`src/rtl/cordic_rsp_buffer_if.sv`:
```
// Stream and credit signals between the CORDIC core tap, the result FIFO and its consumer.
// Signal names are seen from the buffer: i_* flow into it and o_* flow out of it.
interface cordic_rsp_buffer_if #(
  parameter int TOTAL_WIDTH = 49,
  parameter int DEPTH       = 8
);
  localparam int CW = $clog2(DEPTH) + 1;

  logic                   i_issue;
  logic                   o_can_issue;
  logic                   i_vld;
  logic [TOTAL_WIDTH-1:0] i_data;
  logic                   o_vld;
  logic [TOTAL_WIDTH-1:0] o_data;
  logic                   i_rdy;
  logic [CW-1:0]          o_count;
  logic [2:0]             o_err;
  logic                   i_clr_err;

  modport slave (
    input  i_issue, i_vld, i_data, i_rdy, i_clr_err,
    output o_can_issue, o_vld, o_data, o_count, o_err
  );

  modport master (
    output i_issue, i_vld, i_data, i_rdy, i_clr_err,
    input  o_can_issue, o_vld, o_data, o_count, o_err
  );
endinterface

```
`src/rtl/cordic_rsp_buffer.sv`:
```
// Result FIFO behind the CORDIC core. The core cannot be stalled, so an in-flight credit
// counter throttles the issuer and every returning beat is guaranteed a free slot.
module cordic_rsp_buffer #(
  parameter int TOTAL_WIDTH = 49,
  parameter int DEPTH       = 8
) (
  input  logic              i_clk,
  input  logic              i_rst,
  cordic_rsp_buffer_if.slave bus
);
  localparam int CW = $clog2(DEPTH) + 1;
  localparam int PW = $clog2(DEPTH);
  localparam int IW = CW + 1;
  localparam logic [CW-1:0] DEPTH_C = CW'(DEPTH);
  localparam logic [CW+1:0] DEPTH_W = (CW + 2)'(DEPTH);

  logic [TOTAL_WIDTH-1:0] mem_q [DEPTH];
  logic [TOTAL_WIDTH-1:0] mem_d [DEPTH];
  logic [PW-1:0]          wr_ptr_q, wr_ptr_d;
  logic [PW-1:0]          rd_ptr_q, rd_ptr_d;
  logic [CW-1:0]          count_q, count_d;
  logic [IW-1:0]          inflight_q, inflight_d;
  logic [2:0]             err_q, err_d;

  logic       head_vld, full, push_ok, pop, orphan, can_issue;
  logic [2:0] err_evt;

  // NOTE: every signal written here gets a default first, so no path can leave it unassigned and infer a latch.
  always_comb begin
    head_vld  = (count_q != '0);
    full      = (count_q == DEPTH_C);
    pop       = head_vld && bus.i_rdy;
    // A full FIFO still takes a word when the head leaves in the same cycle.
    push_ok   = bus.i_vld && (!full || pop);
    orphan    = bus.i_vld && (inflight_q == '0);
    can_issue = (({2'b00, count_q} + {1'b0, inflight_q}) < DEPTH_W);

    mem_d    = mem_q;
    wr_ptr_d = wr_ptr_q;
    rd_ptr_d = rd_ptr_q;
    count_d  = count_q;

    if (push_ok) begin
      mem_d[wr_ptr_q] = bus.i_data;
      wr_ptr_d        = wr_ptr_q + PW'(1);
    end
    if (pop) begin
      rd_ptr_d = rd_ptr_q + PW'(1);
    end

    case ({push_ok, pop})
      2'b10:   count_d = count_q + CW'(1);
      2'b01:   count_d = count_q - CW'(1);
      default: count_d = count_q;
    endcase

    // Issue and return in the same cycle cancel out; otherwise saturate high, floor at zero.
    inflight_d = inflight_q;
    case ({bus.i_issue, bus.i_vld})
      2'b10:   if (inflight_q != '1) inflight_d = inflight_q + IW'(1);
      2'b01:   if (inflight_q != '0) inflight_d = inflight_q - IW'(1);
      default: inflight_d = inflight_q;
    endcase

    err_evt = {bus.i_issue && !can_issue, orphan, bus.i_vld && full && !pop};
    err_d   = (bus.i_clr_err ? 3'b000 : err_q) | err_evt;
  end

  // NOTE: sequential state uses non-blocking assignments so every flop samples pre-edge values.
  always_ff @(posedge i_clk or posedge i_rst) begin
    if (i_rst) begin
      // NOTE: storage is reset too, so o_data reads zero after reset instead of stale words.
      for (int i = 0; i < DEPTH; i++) mem_q[i] <= '0;
      wr_ptr_q   <= '0;
      rd_ptr_q   <= '0;
      count_q    <= '0;
      inflight_q <= '0;
      err_q      <= '0;
    end else begin
      for (int i = 0; i < DEPTH; i++) mem_q[i] <= mem_d[i];
      wr_ptr_q   <= wr_ptr_d;
      rd_ptr_q   <= rd_ptr_d;
      count_q    <= count_d;
      inflight_q <= inflight_d;
      err_q      <= err_d;
    end
  end

  assign bus.o_vld       = head_vld;
  assign bus.o_data      = mem_q[rd_ptr_q];
  assign bus.o_count     = count_q;
  assign bus.o_err       = err_q;
  assign bus.o_can_issue = can_issue;
endmodule
```
`src/flat_wrapper.sv`:
```
// flat-port wrapper written by rule: the top's interface ports become plain ports
module cordic_rsp_buffer_flat 
#(
  parameter int TOTAL_WIDTH = 49,
  parameter int DEPTH       = 8
)
  (i_clk, i_rst, bus_i_issue, bus_i_vld, bus_i_data, bus_i_rdy, bus_i_clr_err, bus_o_can_issue, bus_o_vld, bus_o_data, bus_o_count, bus_o_err);
  cordic_rsp_buffer_if #(.TOTAL_WIDTH(TOTAL_WIDTH), .DEPTH(DEPTH)) bus_i ();
  input  logic i_clk;
  input  logic i_rst;
  input wire logic [$bits(bus_i.i_issue)-1:0] bus_i_issue;
  input wire logic [$bits(bus_i.i_vld)-1:0] bus_i_vld;
  input wire logic [$bits(bus_i.i_data)-1:0] bus_i_data;
  input wire logic [$bits(bus_i.i_rdy)-1:0] bus_i_rdy;
  input wire logic [$bits(bus_i.i_clr_err)-1:0] bus_i_clr_err;
  output wire logic [$bits(bus_i.o_can_issue)-1:0] bus_o_can_issue;
  output wire logic [$bits(bus_i.o_vld)-1:0] bus_o_vld;
  output wire logic [$bits(bus_i.o_data)-1:0] bus_o_data;
  output wire logic [$bits(bus_i.o_count)-1:0] bus_o_count;
  output wire logic [$bits(bus_i.o_err)-1:0] bus_o_err;
  assign bus_i.i_issue = bus_i_issue;
  assign bus_i.i_vld = bus_i_vld;
  assign bus_i.i_data = bus_i_data;
  assign bus_i.i_rdy = bus_i_rdy;
  assign bus_i.i_clr_err = bus_i_clr_err;
  assign bus_o_can_issue = bus_i.o_can_issue;
  assign bus_o_vld = bus_i.o_vld;
  assign bus_o_data = bus_i.o_data;
  assign bus_o_count = bus_i.o_count;
  assign bus_o_err = bus_i.o_err;
  cordic_rsp_buffer #(.TOTAL_WIDTH(TOTAL_WIDTH), .DEPTH(DEPTH)) u_core (.i_clk(i_clk), .i_rst(i_rst), .bus(bus_i));
endmodule
```
`config.mk`:
```
export PLATFORM = sky130hd
export DESIGN_NAME = cordic_rsp_buffer_flat
export DESIGN_NICKNAME = d
export VERILOG_FILES = /design/src/rtl/cordic_rsp_buffer_if.sv /design/src/rtl/cordic_rsp_buffer.sv /design/src/flat_wrapper.sv
export SDC_FILE = /design/constraint.sdc
export NUM_CORES = 1
export LEC_CHECK = 0
export CAP_MARGIN = 10
export CELL_PAD_IN_SITES_DETAIL_PLACEMENT = 2
export CELL_PAD_IN_SITES_GLOBAL_PLACEMENT = 2
export CORE_MARGIN = 5
export CORE_UTILIZATION = 40
export DETAILED_ROUTE_END_ITERATION = 6
export MAX_ROUTING_LAYER = met4
export PLACE_DENSITY = 0.79
export SKIP_LAST_GASP = 1
export SLEW_MARGIN = 20
export SYNTH_ARGS = -nofsm -noshare
export SYNTH_HDL_FRONTEND = slang
export SYNTH_SLANG_ARGS = --single-unit
export TNS_END_PERCENT = 50
```
`constraint.sdc`:
```
create_clock -name i_clk -period 13 [get_ports i_clk]
set_input_delay 2.6 -clock i_clk [delete_from_list [all_inputs] [get_ports i_clk]]
set_output_delay 2.6 -clock i_clk [all_outputs]
set_load 0.01 [all_outputs]
```
==> results.sh <==
export IMPL_avgSynthCellArea_um2=16.6
export IMPL_final_fill_count=4254
export IMPL_pwr_share_clk=0.205
export IMPL_clk_latency_ns=0.56
export IMPL_min_period_over_period=0.488
export IMPL_setup_viol=0
export IMPL_grt_pass1_vias=12400
export IMPL_seq_area_um2=10300
export IMPL_synth_mux_area_frac=0.391
export IMPL_crit_type="reg -> out"
export IMPL_yosysWarnings=0
export IMPL_ys_seq_elements=410
export IMPL_die_area_um2=50800
export IMPL_hold_path_class="reg -> reg"
export IMPL_antenna_found_initial=0
export IMPL_core_area_um2=46300
export IMPL_track_usage=0.194
export IMPL_pre_cts_slack_ns=7.25
export IMPL_irDropWorstVdd_v=0.000148
export IMPL_switching_share=0.312
export IMPL_path_clk_slew_ns=0.06
export IMPL_ys_flop_type="dfrtp_1"
export IMPL_gp_congestion=0.686
export IMPL_ctsHtreeMaxLevel=2
export IMPL_yosys_area_top_type="dfrtp_1"
export IMPL_layout_nets=1286
export IMPL_drt_wl_total_um=46900
export IMPL_place_hpwl_um=25900
export IMPL_clock_sinks=410
export IMPL_synthAdderAreaFrac=0.00849
export IMPL_drt_wirelength_per_cell_um=25.2
export IMPL_numPortBuffers=112
export IMPL_netlist_area_leader_share=0.552
export IMPL_layout_drive_gt1_share=0.512
export IMPL_cp_max_fo=63
export IMPL_period_minus_slack_ns=6.34
export IMPL_synth_fp_nets=1183
export IMPL_route_vias_total=10200
export IMPL_report_final_slew_viol_count=0
export IMPL_yosys_area_share_simple=0.0125
export IMPL_powerDensity_nw_per_um2=289
export IMPL_netlist_cell_type_count=45
export IMPL_fp_dieW_um=225
export IMPL_skew_ns=0.0135
export IMPL_die_height_um=225
export IMPL_p_int_uw=4330
export IMPL_detail_route_first_pass_iterations=6
export IMPL_cts_made_buffers=46
export IMPL_tightest_slew_ns=1.11
export IMPL_synthTopCellsByArea="dfrtp_1 (55%), mux2_2 (26%), mux4_2 (12%), buf_2 (1.2%), mux2_4 (0.81%)"
export IMPL_synth_compound_area_frac=0.00775
export IMPL_seq_area_frac_synth=0.552
export IMPL_synth_xor_area_share=0.00613
export IMPL_worst_slack_ns=6.66
export IMPL_p_leak_uw=0.00901
export IMPL_p_comb_frac=0.413
export IMPL_switchingPower_uw=1960
export IMPL_syn_area_um2=18600
export IMPL_drt_drc_violations_left=0
export IMPL_hold_viol=0
export IMPL_io_pins=113
export IMPL_p_seq_frac=0.381
export IMPL_cts_root_buffer="clkbuf_16"
export IMPL_holdBufCountCts=0
export IMPL_synthArstFlopShare=1.00
export IMPL_antenna_cells=0
export IMPL_cts_resized=0
export IMPL_status="finished clean"
export IMPL_cp_arrival_ns=3.74
export IMPL_crit_required_ns=10.40
export IMPL_area_growth_pct=17.2
export IMPL_cts_max_path_buffers=3
export IMPL_worst_hold_slack_ns=0.501
export IMPL_drtIter0Drc=410
export IMPL_rows=79
export IMPL_cts_tree="done"
export IMPL_avgViaCountPerCell=5.50
export IMPL_timing_fmax_mhz=158
export IMPL_initial_core_util=0.402
export IMPL_setup_worst_path_end_class="output port"
export IMPL_synth_edf_count=0
export IMPL_grt_ovfl_total=0
export IMPL_multi_input_area_um2=7930
export IMPL_cap_violations=0
export IMPL_syn_inst=1116
export IMPL_postRouteAntennaNets=0
export IMPL_synth_top_family_by_area="multiplexers"
export IMPL_crit_path_start_kind="register"
export IMPL_post_cts_buffers=0
export IMPL_rsz0062_at_grt="no"
export IMPL_timing_slew_headroom=0.261
export IMPL_grt_pass1_wl_um=74800
export IMPL_grt_max_degree=162
export IMPL_tns_ns=0
## critical path, stage by stage, from the launching register on
cell	delay (ns)
dfrtp_4	1.15
buf_4	0.69
mux4_2	0.41
mux2_2	0.28
clkdlybuf4s50_1	0.57
## layout make-up
type	count	share of cell area
inverter	11	0.00230
sequential	410	0.472
timing repair buffer	127	0.0578
multi-input combinational	623	0.364
clock inverter	7	0.00299
tap	607	0.0349
clock buffer	74	0.0662
## final timing paths
path / from / endpoint / slack, ns / cells after the start
worst max-delay path: u_core.rd_ptr_q[1]$_DFFE_PP0P_ / bus_o_data[41] / 6.66 / 4
worst min-delay path: u_core.mem_q[227]$_DFFE_PP0P_ / u_core.mem_q[227]$_DFFE_PP0P_ / 0.50 / 1
worst max register to register: u_core.bus.o_count[1]$_DFFE_PP0P_ / u_core.mem_q[142]$_DFFE_PP0P_ / 10.05 / 6
worst min register to register: u_core.mem_q[227]$_DFFE_PP0P_ / u_core.mem_q[227]$_DFFE_PP0P_ / 0.50 / 1
max in group asynchronous: i_rst / u_core.mem_q[106]$_DFFE_PP0P_ / 8.99 / 4
min in group asynchronous: i_rst / u_core.mem_q[91]$_DFFE_PP0P_ / 2.63 / 3
## power groups by stage
stage / registers, uW / logic [uW] / clock network, uW
2_1_floorplan: 2160 / 1880 / 0
3_3_place_gp: 2340 / 2520 / 0
3_5_place_dp: 2400 / 2620 / 0
4_1_cts: 2400 / 2650 / 1330
5_1_grt: 2470 / 2790 / 1390
6_report: 2400 / 2600 / 1290
## cell usage after synthesis (2+ instances only)
cell type and instances:
mux2_2 434, dfrtp_1 410, mux4_2 98, buf_2 46
clkbuf_1 18, ha_1 11, inv_1 10, mux2_4 10
xnor2_1 8, nand2_1 7, a21oi_1 6, nor2_1 6
xor2_1 5, o21ai_0 4, buf_1 3, or4_1 3
a211oi_1 2, buf_4 2, buf_6 2, nand2b_1 2
nand4_1 2, nand4b_1 2, nor2_2 2, o32ai_1 2
## cell families (layout without fill, tap and decap cells)
kind of cell	after synthesis	count (layout)
multiplexers	543	543
flip-flops	410	410
buffers and inverters	83	219
AND/OR/NAND/NOR	33	33
AO/OA/AOI/OAI	22	22
XOR/XNOR	13	13
adder cells (fa/ha/maj)	12	12
## state kept, by name, indices dropped and copies added (netlist names)
register	count
u_core.mem_q	392
u_core.inflight_q	5
u_core.bus.o_count	4
u_core.bus.o_err	3
u_core.rd_ptr_q	3
u_core.wr_ptr_q	3
## cell usage in the layout (no fill, tap or decap), types with 3 or more instances in the layout
cell	n
a21oi_1	6
buf_4	11
buf_6	3
clkbuf_1	13
clkbuf_16	49
clkbuf_8	12
clkdlybuf4s50_1	112
clkinv_2	4
clkinvlp_4	3
dfrtp_1	407
ha_1	11
inv_1	9
mux2_2	434
mux2_4	10
mux4_2	98
nand2_1	6
nor2_1	6
o21ai_0	4
or4_1	3
xnor2_1	8
xor2_1	5
## metrics by stage
| stage | std cells | area [um2] | total power (uW) | util |
|---|---|---|---|---|
| floorplan | 1116 | 18600 | 4040 | - |
| global placement | 1778 | 20300 | 4860 | 0.438 |
| detailed placement | 1778 | 20300 | 5020 | 0.438 |
| CTS | 1859 | 21800 | 6390 | 0.470 |
| global route | 1859 | 21800 | 6650 | 0.471 |
| finish | 1859 | 21800 | 6290 | 0.471 |
## layer usage
metal / GRT usage / up-vias / share of wire / wire [um]
li1: - / 4400 / - / -
met4: 0.0420 / 0 / 0.014 / 676
met1: 0.251 / 5636 / 0.44 / 20700
met2: 0.328 / 141 / 0.52 / 24200
met5: - / - / 0 / 0
met3: 0.0277 / 50 / 0.028 / 1310
No activity file was read; power rests on OpenSTA's default activity.
